### config.mk
export PLATFORM = sky130hd
export DESIGN_NAME = arb8_rr_ctrl
export DESIGN_NICKNAME = d
export VERILOG_FILES = /design/src/rtl/arb8_rr_ctrl.sv
export SDC_FILE = /design/constraint.sdc
export NUM_CORES = 1
export LEC_CHECK = 0
export CORE_ASPECT_RATIO = 0.9
export CORE_UTILIZATION = 57
export DETAILED_ROUTE_END_ITERATION = 8
export PLACE_DENSITY = 0.86
export SYNTH_ARGS = -nofsm -noshare
export SYNTH_HDL_FRONTEND = slang
export SYNTH_SLANG_ARGS = --single-unit
export TNS_END_PERCENT = 1
### constraint.sdc
create_clock -name clk -period 3.7 [get_ports clk]
set_input_delay 1.11 -clock clk [delete_from_list [all_inputs] [get_ports clk]]
set_output_delay 1.11 -clock clk [all_outputs]
set_load 0.02 [all_outputs]
### src/rtl/arb8_rr_ctrl.sv
// arb8_rr_ctrl: 8-requester arbiter with registered one-hot grant, hold-until-release,
// fixed-priority / round-robin selection and a hold-time watchdog.
//
// Ports:
//   clk      in   clock, rising edge
//   rst_n    in   async active-low reset
//   en       in   arbitration enable (only gates new grants)
//   mode     in   0 fixed priority (req[7] top), 1 round-robin
//   req[7:0] in   level request lines
//   done     in   owner release pulse (ignored when idle)
//   gnt[7:0] out  one-hot grant, zero when idle
//   gnt_idx  out  binary owner index, 0 when idle
//   gnt_vld  out  grant held
//   timeout  out  1-cycle pulse in the gap after a watchdog release
module arb8_rr_ctrl #(
  parameter int HOLD_MAX = 16,
  parameter int CW       = 5
) (
  input  logic       clk,
  input  logic       rst_n,
  input  logic       en,
  input  logic       mode,
  input  logic [7:0] req,
  input  logic       done,
  output logic [7:0] gnt,
  output logic [2:0] gnt_idx,
  output logic       gnt_vld,
  output logic       timeout
);

  typedef enum logic {
    IDLE  = 1'b0,
    GRANT = 1'b1
  } state_t;

  localparam logic [CW-1:0] HM  = CW'(HOLD_MAX);
  localparam logic [CW-1:0] ONE = CW'(1);

  state_t        r_state;
  logic [7:0]    r_gnt;
  logic [2:0]    r_idx;
  logic          r_vld;
  logic          r_to;
  logic [CW-1:0] r_cnt;
  logic [2:0]    r_ptr;

  logic [2:0] w_fix_idx;
  logic [2:0] w_rr_idx;
  logic [2:0] w_scan;
  logic       w_rr_hit;
  logic [2:0] w_win;
  logic       w_wd_hit;
  logic       w_rel_done;
  logic       w_rel_wd;
  logic       w_rel_req;
  logic       w_hold;

  // Fixed priority: later (higher) indices overwrite lower ones.
  always_comb begin
    w_fix_idx = 3'd0;
    for (int i = 0; i < 8; i++) begin
      if (req[i]) w_fix_idx = 3'(i);
    end
  end

  // Round-robin: first request scanning up from ptr+1, wrapping.
  always_comb begin
    w_rr_idx = 3'd0;
    w_rr_hit = 1'b0;
    w_scan   = 3'd0;
    for (int k = 1; k <= 8; k++) begin
      w_scan = r_ptr + 3'(k);
      if (!w_rr_hit && req[w_scan]) begin
        w_rr_hit = 1'b1;
        w_rr_idx = w_scan;
      end
    end
  end

  assign w_win = mode ? w_rr_idx : w_fix_idx;

  assign w_wd_hit = (HOLD_MAX != 0) && (r_cnt == HM);

  // Mutually exclusive release causes, done winning over the others.
  assign w_rel_done = done;
  assign w_rel_req  = !done && !req[r_idx];
  assign w_rel_wd   = !done && req[r_idx] && w_wd_hit;
  assign w_hold     = !done && req[r_idx] && !w_wd_hit;

  always_ff @(posedge clk or negedge rst_n) begin
    if (!rst_n) begin
      r_state <= IDLE;
      r_gnt   <= 8'd0;
      r_idx   <= 3'd0;
      r_vld   <= 1'b0;
      r_to    <= 1'b0;
      r_cnt   <= '0;
      r_ptr   <= 3'd7;
    end else begin
      r_to <= 1'b0;
      unique case (r_state)
        IDLE: begin
          if (en && (req != 8'd0)) begin
            r_state <= GRANT;
            r_gnt   <= 8'd1 << w_win;
            r_idx   <= w_win;
            r_vld   <= 1'b1;
            r_cnt   <= ONE;
          end
        end
        GRANT: begin
          unique case (1'b1)
            w_hold: begin
              r_cnt <= r_cnt + ONE;
            end
            w_rel_done, w_rel_req, w_rel_wd: begin
              r_state <= IDLE;
              r_gnt   <= 8'd0;
              r_idx   <= 3'd0;
              r_vld   <= 1'b0;
              r_cnt   <= '0;
              r_ptr   <= r_idx;
              r_to    <= w_rel_wd;
            end
          endcase
        end
      endcase
    end
  end

  assign gnt     = r_gnt;
  assign gnt_idx = r_idx;
  assign gnt_vld = r_vld;
  assign timeout = r_to;

endmodule

==> results by group <==
Synth
  • Netlist cell types: 63
  • Most common cell in the netlist: dfrtp_1
  • Top FF cell, synth: dfrtp_1
  • Post-synth EDFFs: 0
  • Ys async rst share: 100%
  • Yosys top cell area share: 21.5%
  • Ranking of synthesized cells by area: dfrtp_1 22%, mux4_2 13%, mux2i_1 6.3%
  • Cell Area, Synth: between 2000 and 2500 um2
  • Synth Warn #: 0
  • Commonest cells in the netlist: 19 x dfrtp_1, 17 x nand2_1, 14 x mux2i_1, 13 x mux4_2, 13 x o21ai_0
  • Post-synthesis sequential area ratio: 25.1%
  • Syn Area/Cell: 10.0 um2
  • Post-Syn Instances: 220
  • Net Count, Synth: around 240
  • Largest area contributor in the netlist: dfrtp_1
  • FF+latch count, synth: 22

Global routing
  • GRT Overall Usage: between 20% and 30%
  • First-pass GRT wire length: 8.40 mm
  • Initial antenna violation count: 0
  • Largest net degree at the start of global routing: 23
  • Vias in the first global route: 1713
  • Total grt overflow: 0

Drt
  • Total vias in the final route: about 2000
  • DR vias/cell: 6.37
  • Routed Antenna Nets: 0
  • Initial DRC Count: roughly 140
  • Total length of routed wires: 5.23 mm
  • Wire per inst: about 17 um
  • DRC viols: 0
  • Drt first pass iters: 4

STA
  • Least-Margin Pin Slew: 963 ps
  • Final setup vio count: 0
  • F_max: 278 MHz
  • RSZ-0062 raised after global routing: false
  • Final hold viol count: 0
  • Final Cycle Share: 97.3%
  • Slew Viols, Final: 0
  • Tmin final: approximately 3600 ps
  • Worst-case clock skew: 1.88 ps
  • Max-Slew Margin vs Limit: 35.6%

Worst setup path
  • CP startpoint kind: input port
  • Cell family with most CP delay: multiplexers
  • CP peak stage delay: 650 ps
  • Crit Path Max Fanout: 7
  • CP bufs+invs: 1
  • Critical Path AT: between 3000 and 4000 ps
  • Critical R2R Capture: gnt[6]
  • WS Path Type: input port to flip-flop
  • CP endpoint kind: flip-flop
  • Reg-to-reg startpoint: r_ptr[0]
  • CP max stage cell: mux4_1
  • R2R depth: 10
  • Crit path cell chain: clkdlybuf4s50_1 -> mux4_1 -> mux2_2 -> o31ai_1 -> mux2i_1 -> a21o_1 -> o31a_4 -> a22o_1
  • Req. time, crit path: 3850 ps
  • Worst Setup SP: req[3]
  • Reg2Reg Setup Slack: 260 ps

Clock network
  • Clock Latency Late Sink: around 260 ps
  • Clock sinks: 22
  • CTS buffer count: 3
  • Root Buffer: clkbuf_8
  • CTS tree: yes
  • H-tree levels: 1
  • Cts hold-fix bufs: 0
  • Cts repair resizes: 0
  • CTS clock-pin slew for the worst setup and hold paths: about 70 ps
  • Maximum clock insertion buffer count: 2
  • Setup Fix Bufs, Post-CTS: 0

Placed design
  • Placed insts: between 300 and 400
  • Port bufs: 25
  • DP HPWL: 4.08 mm
  • Final RePlAce weighted congestion: 0.929

Finish
  • Sequential cell area: 554 um2
  • Antenna diodes: 0
  • Multi-input logic area: approximately 1500 um2
  • Layout cell share with drive strength beyond 1: 27.1%
  • Final core occ: 72.0%
  • Final non-filler cell total: 308
  • # nets final: 280
  • Fillcell total: between 200 and 300
  • Layout area overhead: 20.7%

Pwr
  • Design Power: 2.35 mW
  • VDD IR max: roughly 0.66 mV
  • P_leak: 1.09 nW
  • PwrDens: 882 nW/um2

Hold path
  • Hold Path Class: flip-flop to flip-flop
  • Worst hold path depth: 1
  • Min-Delay Endpoint: gnt_vld
  • HP Start: gnt_vld

Die
  • Initial Util: between 50% and 60%
  • Die Wd: slightly below 70 um
  • FP Rows: 21
  • # IOs: 26
  • Die ar.: about 4100 um2
  • Core Footprint: around 3700 um2
  • Die Span Y: 61.1 um

Run
  • Maxcap violations: 0

Run status
  • Status: finished, final reports clean
==> registers in the layout, indices dropped and copies added (netlist names) <==
signal   count
gnt_vld      1
r_cnt        5
r_ptr        3
gnt          8
r_state      1
gnt_idx      3
timeout      1
==> stage by stage <==
step | hold WS, ps | TNS (ps) | instance area, um2 | setup slack (ps)
after global routing | 509 | 0 | 2670 | 39.9
final | 486 | 0 | 2670 | 101
after CTS | 491 | 0 | 2670 | 166
after floorplan | 483 | 0 | 2210 | 527
after detailed placement | 469 | -660 | 2620 | -122
after global placement | 465 | 0 | 2620 | 30.3
==> power breakdown <==
part | total, mW | switching [mW] | internal, mW
Sequential | 0.421 | 0.0940 | 0.327
Combinational | 1.78 | 0.917 | 0.865
Clock | 0.150 | 0.0730 | 0.0767
Total | 2.35 | 1.08 | 1.27
==> cells in the final DEF (no fill, tap or decap), drive strengths merged, types with 2 or more instances in the layout <==
cell type      synthesis  final
o221ai                 2      2
and2                   3      3
inv                   12     12
nor2b                  4      4
o31a                   2      2
xor2                   4      4
mux2i                 15     15
a22o                   7      7
nand2                 17     17
o211ai                 3      3
or2                    2      2
o31ai                  3      3
o21ai                 18     18
a31oi                  2      2
a21oi                  7      7
a21o                   3      3
nand3                  7      7
o22ai                  2      2
clkdlybuf4s50          0     25
nor4                   3      3
nor2                  12     12
a32oi                  2      2
dfstp                  3      3
mux2                   7      7
nand2b                 4      4
mux4                  14     14
dfrtp                 19     19
ha                     4      4
a211oi                 2      2
nor3b                  3      3
nor3                   4      4
o2111a                 2      2
buf                   12     29
xnor2                  2      2
clkbuf                 3      4
==> layer usage <==
layer	share of wire [%]	global-route usage, %	vias up
li1	-	-	922
met1	45	42.0	946
met2	46	41.3	83
met3	7.5	4.07	10
met4	1.5	6.99	0
met5	0	0	-
==> cell families (layout without fill, tap and decap cells) <==
family	count (synthesis)	count (layout)	share of synthesized area (%)
buffers and inverters	28	70	7.19
flip-flops	22	22	25.1
AO/OA/AOI/OAI	61	61	20.8
adder cells (fa/ha/maj)	4	4	2.26
multiplexers	36	36	25.4
XOR/XNOR	6	6	3.06
AND/OR/NAND/NOR	63	63	16.2
==> area by class of cell <==
class                      instances  area share, %
sequential                        22           20.8
tap                               46           2.16
timing repair buffer              54           17.5
clock buffer                       4           1.69
inverter                          12           1.69
multi-input combinational        170           56.1
==> worst max-delay path by stage <==
| stage | to | depth (start not counted) |
|---|---|---|
| global route | gnt[0] | 10 |
| CTS | gnt[6] | 8 |
| finish | gnt[6] | 8 |
| detailed placement | gnt_idx[1] | 8 |
| global placement | gnt[6] | 8 |
| floorplan | gnt[0] | 8 |
(Power assumes the default switching activity.)
